### config.mk
export PLATFORM = sky130hd
export DESIGN_NAME = inst_queue
export DESIGN_NICKNAME = d
export VERILOG_FILES = /design/src/rtl/inst_queue.sv
export SDC_FILE = /design/constraint.sdc
export NUM_CORES = 1
export LEC_CHECK = 0
export BUFFER_PORTS_ARGS = -buffer_cell sky130_fd_sc_hd__buf_2
export CAP_MARGIN = 20
export CORE_MARGIN = 4
export CORE_UTILIZATION = 59
export DETAILED_ROUTE_END_ITERATION = 16
export HOLD_SLACK_MARGIN = 0.06
export PLACE_DENSITY = 0.89
export REMOVE_ABC_BUFFERS = 1
export SLEW_MARGIN = 15
export SYNTH_ARGS = -nofsm -noshare
export SYNTH_HDL_FRONTEND = slang
export SYNTH_SLANG_ARGS = --single-unit
### constraint.sdc
create_clock -name clk -period 12 [get_ports clk]
set_input_delay 2.4 -clock clk [delete_from_list [all_inputs] [get_ports clk]]
set_output_delay 2.4 -clock clk [all_outputs]
set_load 0.1 [all_outputs]
### src/rtl/inst_queue.sv
// inst_queue: instruction queue between fetch and decode.
//
// It buffers fetched RV32 instruction words and their PCs in a circular FIFO
// of DEPTH entries. The head entry goes to the decoder over a valid/ready
// handshake. A flush empties the queue in one cycle.
//
// Parameters:
//   DEPTH  number of entries (power of two, >= 2)
//   CNT_W  width of the occupancy count
//
// Ports:
//   clk, rst        core clock; asynchronous active-high reset
//   i_fetch_vld     fetch offers an instruction
//   o_fetch_rdy     queue can accept (not full)
//   i_fetch_inst    instruction word from fetch
//   i_fetch_pc      PC of that word
//   o_dec_vld       head instruction valid toward decode
//   i_dec_rdy       decoder accepts the head instruction
//   o_dec_inst      head instruction word (zero when empty)
//   o_dec_pc        head PC (zero when empty)
//   i_flush         discard all entries
//   o_count         occupancy, 0..DEPTH
//   o_full, o_empty occupancy flags
//
// Optional feature: define IQ_BYPASS_EN to add a same-cycle fetch-to-decode
// path that is used when the queue is empty.

`ifndef RV32_INST_WIDTH
`define RV32_INST_WIDTH 32
`endif

module inst_queue #(
  parameter int unsigned DEPTH = 8,
  parameter int unsigned CNT_W = $clog2(DEPTH) + 1
) (
  input  logic                        clk,
  input  logic                        rst,
  input  logic                        i_fetch_vld,
  output logic                        o_fetch_rdy,
  input  logic [`RV32_INST_WIDTH-1:0] i_fetch_inst,
  input  logic [31:0]                 i_fetch_pc,
  output logic                        o_dec_vld,
  input  logic                        i_dec_rdy,
  output logic [`RV32_INST_WIDTH-1:0] o_dec_inst,
  output logic [31:0]                 o_dec_pc,
  input  logic                        i_flush,
  output logic [CNT_W-1:0]            o_count,
  output logic                        o_full,
  output logic                        o_empty
);

  localparam int unsigned PtrW = $clog2(DEPTH);

  // Storage is not reset; only the pointers and the count are.
  logic [`RV32_INST_WIDTH-1:0] inst_q [DEPTH];
  logic [31:0]                 pc_q   [DEPTH];

  logic [PtrW-1:0]  rd_ptr_q, rd_ptr_d;
  logic [PtrW-1:0]  wr_ptr_q, wr_ptr_d;
  logic [CNT_W-1:0] count_q, count_d;

  logic empty, full, bypass, enq, deq;

  assign empty = (count_q == '0);
  assign full  = (count_q == CNT_W'(DEPTH));

`ifdef IQ_BYPASS_EN
  // A word offered to an empty queue while decode is ready goes straight
  // through. Nothing is stored. The rst term keeps outputs at reset values.
  assign bypass = empty && i_fetch_vld && i_dec_rdy && !i_flush && !rst;
`else
  assign bypass = 1'b0;
`endif

  // A bypassed transfer is not stored, so it counts as neither an enqueue
  // nor a dequeue of the storage.
  assign enq = i_fetch_vld && !full && !i_flush && !bypass;
  assign deq = !empty && i_dec_rdy && !i_flush;

  always_comb begin
    rd_ptr_d = rd_ptr_q;
    wr_ptr_d = wr_ptr_q;
    count_d  = count_q;
    if (i_flush) begin
      rd_ptr_d = '0;
      wr_ptr_d = '0;
      count_d  = '0;
    end else begin
      if (enq) wr_ptr_d = wr_ptr_q + PtrW'(1);
      if (deq) rd_ptr_d = rd_ptr_q + PtrW'(1);
      unique case ({enq, deq})
        2'b10:   count_d = count_q + CNT_W'(1);
        2'b01:   count_d = count_q - CNT_W'(1);
        default: count_d = count_q;
      endcase
    end
  end

  always_ff @(posedge clk or posedge rst) begin
    if (rst) begin
      rd_ptr_q <= '0;
      wr_ptr_q <= '0;
      count_q  <= '0;
    end else begin
      rd_ptr_q <= rd_ptr_d;
      wr_ptr_q <= wr_ptr_d;
      count_q  <= count_d;
    end
  end

  always_ff @(posedge clk) begin
    if (enq) begin
      inst_q[wr_ptr_q] <= i_fetch_inst;
      pc_q[wr_ptr_q]   <= i_fetch_pc;
    end
  end

  always_comb begin
    o_dec_inst = '0;
    o_dec_pc   = '0;
    if (bypass) begin
      o_dec_inst = i_fetch_inst;
      o_dec_pc   = i_fetch_pc;
    end else if (!empty) begin
      o_dec_inst = inst_q[rd_ptr_q];
      o_dec_pc   = pc_q[rd_ptr_q];
    end
  end

  assign o_fetch_rdy = !full;
  assign o_dec_vld   = (!empty || bypass) && !i_flush;
  assign o_count     = count_q;
  assign o_full      = full;
  assign o_empty     = empty;

endmodule

# [Word-level counts from Yosys, hierarchy flattened]
# Memories as Yosys holds them, arrays and structs flattened.
# Index checks and enable logic that the tools add are counted.
[word_totals] output_inout_bits=72 reg_bits=10 mem_bits_rw=512 n_memories=2
[classes] reduce_logical=12 eq_ne=3 muxes=10 add_sub_neg=4
[memory_table] memory="inst_q" depth=8 word_bits=32 read_ports=1 rd_ports_with_merged_regs=0 wr=1 line_no="55" text="logic [`RV32_INST_WIDTH-1:0] inst_q [DEPTH];"
[memory_table] memory="pc_q" depth=8 word_bits=32 read_ports=1 rd_ports_with_merged_regs=0 wr=1 line_no="56" text="logic [31:0] pc_q [DEPTH];"
[ops] cell="$mux 32" n=2
[ops] cell="$mux 3" n=4
[ops] cell="$pmux 4 s2" n=1
[ops] cell="$add 3x1->3 const B" n=2
[ops] cell="$logic_and 1x1->1" n=5
[ops] cell="$add 4x1->4 const B" n=1
[ops] cell="$eq 4x4->1 const B" n=1
[ops] cell="$logic_not 4->1" n=1
[ops] cell="$mux 4" n=1
[ops] cell="$reduce_bool 2->1" n=2
[ops] cell="$sub 4x1->4 const B" n=1
[ops] cell="$logic_not 1->1" n=3
[ops] cell="$reduce_bool 3->1" n=1
[ops] cell="$eq 2x1->1 const B" n=1
[ops] cell="$eq 2x2->1 const B" n=1
[ops] cell="$mux 1" n=2

# [Longest topological paths before layout]
[depth] depth_word=7 mapped_depth=9 ltp_nobuf=8

# [Worst setup path after synthesis]
# No wires, ideal clock.
[synth_path] path_type="input to register" start="in i_fetch_vld" end="mem inst_q[4][0] (netlist name) (enable)" cell_stages=4 slack_ns=1.602 setup_time_ns=0.666 n_path_buf=1 required_time_ns=11.334 t_arrival_ns=9.731 cell_sequence="clkbuf_1 -> nand2_1 -> or2_2 -> nor4b_1"
[synth_between] elab_chain_cells=4
[synth_rtl] element="start: declaration" line_no="38" text="input logic i_fetch_vld,"
[synth_rtl] element="$logic_and 1x1->1 (2 in a row)" line_no="77" text="assign enq = i_fetch_vld && !full && !i_flush && !bypass;"
[synth_rtl] element="$mux 1" line_no="112" text="if (enq) begin"
[synth_rtl] element="$mux 1 (not written as such)" line_no="113" text="inst_q[wr_ptr_q] <= i_fetch_inst;"
[synth_rtl] element="end: declaration" line_no="55"
# Every way passes these cells.

# [Final worst setup path]
[layout_path] start="reg rd_ptr_q[0]" end="out o_dec_inst[1]"
[layout_between] elab_chain_cells=2
[layout_rtl] element="start: declaration" line_no="58" text="logic [PtrW-1:0] rd_ptr_q, rd_ptr_d;"
[layout_rtl] element="start signal: assignment" line_no="105" text="rd_ptr_q <= rd_ptr_d;"
[layout_rtl] element="$mem_v2 8x32"
[layout_rtl] element="$mux 32" line_no="124" text="end else if (!empty) begin"
[layout_rtl] element="end: declaration" line_no="44" text="output logic [`RV32_INST_WIDTH-1:0] o_dec_inst,"
# Every way passes these cells.

==> summary.txt <==
Route
  – Wirelength per Cell: 25.5 um
  – Initial DRC count: 870
  – Detailed Route WL: 39600 um
  – DRT Pass-1 Iters: 5
  – Via Count: 9420
  – Via/cell ratio: 6.08
  – Routed Antenna Nets: 0
  – DRC Markers: 0

Logic synthesis
  – Syn_area_per_cell: 22.5 sq um
  – Top post-synthesis cells by area: edfxtp_1 76%, mux4_2 14%, mux2i_1 3.2%, nor2_1 1.4%, dfrtp_1 1.2%
  – Seq/Total Area, Yosys: 77.7%
  – Yosys top cell area share: 76.5%
  – Cell variety after synth: 39
  – Synth Instances: 894
  – YS warnings: 0
  – Post-synth top area cell: edfxtp_1
  – Synth Register Bits: 522
  – Mapped Area: 20100 sq um

Global route
  – First-pass GRT wire length: 60200 um
  – Initial antenna violation count: 11
  – Largest net degree at the start of global routing: 65
  – All-layer global routing usage: 21.7%
  – Global route overflow: 0
  – Vias in the first global route: 9882

Timing
  – Setup Skew: 0.0185 ns
  – Final WS setup: 5.95 ns
  – Tmin final: 6.05 ns
  – Fmax: 165 MHz
  – Fin. Hold Viols: 0
  – Slew at the pin closest to its max-slew limit: 1.13 ns
  – Pins Over Slew Limit: 0
  – Max_slew headroom: 25.0%
  – Hold WS: 0.592 ns
  – Endpoints failing setup: 0
  – Final worst-path cycle share: 50.4%
  – Setup TNS: 0 ns
  – RSZ-0062 raised after global routing: false

Place
  – Hpwl dp: 20500 um
  – Dpl cells: 1452
  – Pre-CTS setup slack: 6.38 ns
  – Port Buffers: 140
  – Final weighted congestion in routability-driven placement: 0.736

Critical path
  – Critical Path Fanout Max: 49
  – Buf/Inv on CP: 2
  – Reg-to-Reg End: pc_q[2][22]
  – Crit-path cells: buf_4 -> mux4_2 -> mux2i_1 -> nor2_1 -> buf_2
  – Slowest CP cell: dfrtp_4
  – Worst EP arrival: 3.65 ns
  – Crit path launch type: flop
  – Kind of cell adding the most delay to the critical path: buffers and inverters
  – Max incr delay on CP: 1.05 ns
  – Crit path launch: rd_ptr_q[0]
  – Reg2Reg Launch Point: o_count[1]
  – Crit Path Class: reg -> out
  – Reg2Reg Depth: 6
  – R2r setup slk: 8.91 ns
  – Critical path depth in cells: 5
  – Worst Path Required: 9.60 ns
  – Crit end category: primary output

Final layout
  – Area of the multi-input gates: 4290 sq um
  – Layout cells sized above 1: 34.6%
  – Nets: 1130
  – Final core occ: 68.6%
  – Area occupied by registers: 15600 sq um
  – P&R area growth vs syn: 14.4%
  – Finished Layout Cells: 1550
  – Fillcell total: 2060

Clock tree
  – Worst-case clock buffer depth: 3
  – Clock root cell: clkbuf_16
  – CTS Buf Count: 49
  – Hold buffers post-CTS: 0
  – Clk_lat worst skew: 0.55 ns
  – CTS tree: built
  – Post_cts resized: 0
  – Clk slew on worst S/H paths: 0.06 ns
  – Clk sinks: 522
  – Post-CTS setup buffers: 0
  – H-tree depth: 2

Power and ir drop
  – PwrDens: 251 nW/um^2
  – LEAKAGE: 7.37 nW
  – Max IR drop VDD: 0.393 mV

Die
  – Die W: 193 um
  – Core ar.: 33500 sq um
  – Initial Util: 60.0%
  – Die ar.: 37100 sq um
  – IO Count: 141
  – Die span in y: 193 um
  – FP Rows: 67

Min path
  – Hold wc startpoint: wr_ptr_q[0]
  – Hold path depth: 2
  – Worst Hold End: wr_ptr_q[0]
  – Hold Crit Class: reg -> reg

Outcome
  – Status: finished, final reports clean

Run
  – Maxcap violations: 0
-- report_power, final --
group          internal, mW  switching [mW]  total (mW)
logic                 0.422            1.72        2.15
clock network         0.884           0.626        1.51
registers              2.06          0.0637        2.13
-- synth_stat cells --
cell and count:
xor2_1 4, o21a_1 1, inv_1 3, nand2b_1 1, o31a_1 1, or4b_4 1, buf_4 2, and4_1 1
clkbuf_1 20, dfrtp_1 10, nor4_1 3, and3_4 1, or2_2 1, nor2_1 74, o311ai_1 1, nand3_1 4
a31oi_1 2, buf_6 2, o2bb2ai_1 1, o21ai_0 1, o211ai_1 1, ha_1 4, buf_1 2, mux4_2 128
nor4b_1 5, nand2_1 4, edfxtp_1 512, mux2i_1 65, nor3_1 1, a21oi_1 4, o41ai_4 1, a22oi_1 1
buf_2 23, a21oi_2 1, nor3_2 1, nor3b_1 1, nand4_1 1, nand3b_1 3, xnor2_1 2
-- tightest hold or removal path, cell delays in order, from the launching register on --
cell	delay, ns
dfrtp_1	0.41
nand2_1	0.08
a21oi_1	0.06
-- sequential cells by signal, summed over array words and instances (netlist names) --
signal    flops
pc_q        256
rd_ptr_q      3
o_count       4
inst_q      256
wr_ptr_q      3
-- how the worst max path moves through the flow --
stage                          end
floorplan            o_dec_inst[0]
global placement         o_dec_vld
detailed placement  o_dec_inst[16]
CTS                    o_dec_pc[9]
global route           o_dec_pc[9]
finish               o_dec_inst[1]
-- routing by layer --
layer / global-route usage [%] / up-vias / share of wire (%)
li1: - / 4066 / -
met3: 4.58 / 74 / 6.8
met1: 30.2 / 4933 / 40
met5: 0 / - / 0.18
met4: 5.79 / 14 / 2.2
met2: 35.8 / 333 / 51
-- logic make-up (layout without fill, tap and decap cells) --
family,count (synthesis),after routing,synth area share (%)
XOR/XNOR,6,6,0.261
buffers and inverters,52,256,1.23
flip-flops,522,522,77.7
adder cells (fa/ha/maj),4,4,0.249
AND/OR/NAND/NOR,102,102,2.35
AO/OA/AOI/OAI,15,15,0.610
other,0,4,0
multiplexers,193,193,17.6
-- cell usage in the layout, fill, tap and decap left out, types with 4 or more instances in the layout --
cell type | netlist | routed
a21oi_1 | 4 | 4
buf_2 | 23 | 140
buf_4 | 2 | 19
bufinv_16 | 0 | 5
clkbuf_1 | 20 | 9
clkbuf_16 | 0 | 51
clkinv_1 | 0 | 10
clkinv_2 | 0 | 13
dfrtp_1 | 10 | 7
diode_2 | 0 | 4
edfxtp_1 | 512 | 512
ha_1 | 4 | 4
mux2i_1 | 65 | 65
mux4_2 | 128 | 128
nand2_1 | 4 | 4
nand3_1 | 4 | 4
nor2_1 | 74 | 72
nor4b_2 | 0 | 4
xor2_1 | 4 | 4
-- cell type report --
type                       count  share of cell area (%)
clock buffer                  60                    5.70
tap                          448                    2.44
multi-input combinational    320                    18.7
timing repair buffer         161                    3.91
clock inverter                32                    1.24
inverter                       3                  0.0490
sequential                   522                    68.0
antenna                        4                  0.0435
-- metrics by stage --
stage / instance area, sq um / power (mW)
after floorplan: 19900 / 4.12
after global placement: 21300 / 4.30
after detailed placement: 21300 / 4.33
after CTS: 22900 / 5.84
after global routing: 23000 / 5.99
final: 23000 / 5.78
Power figures use the tool's default switching activity.
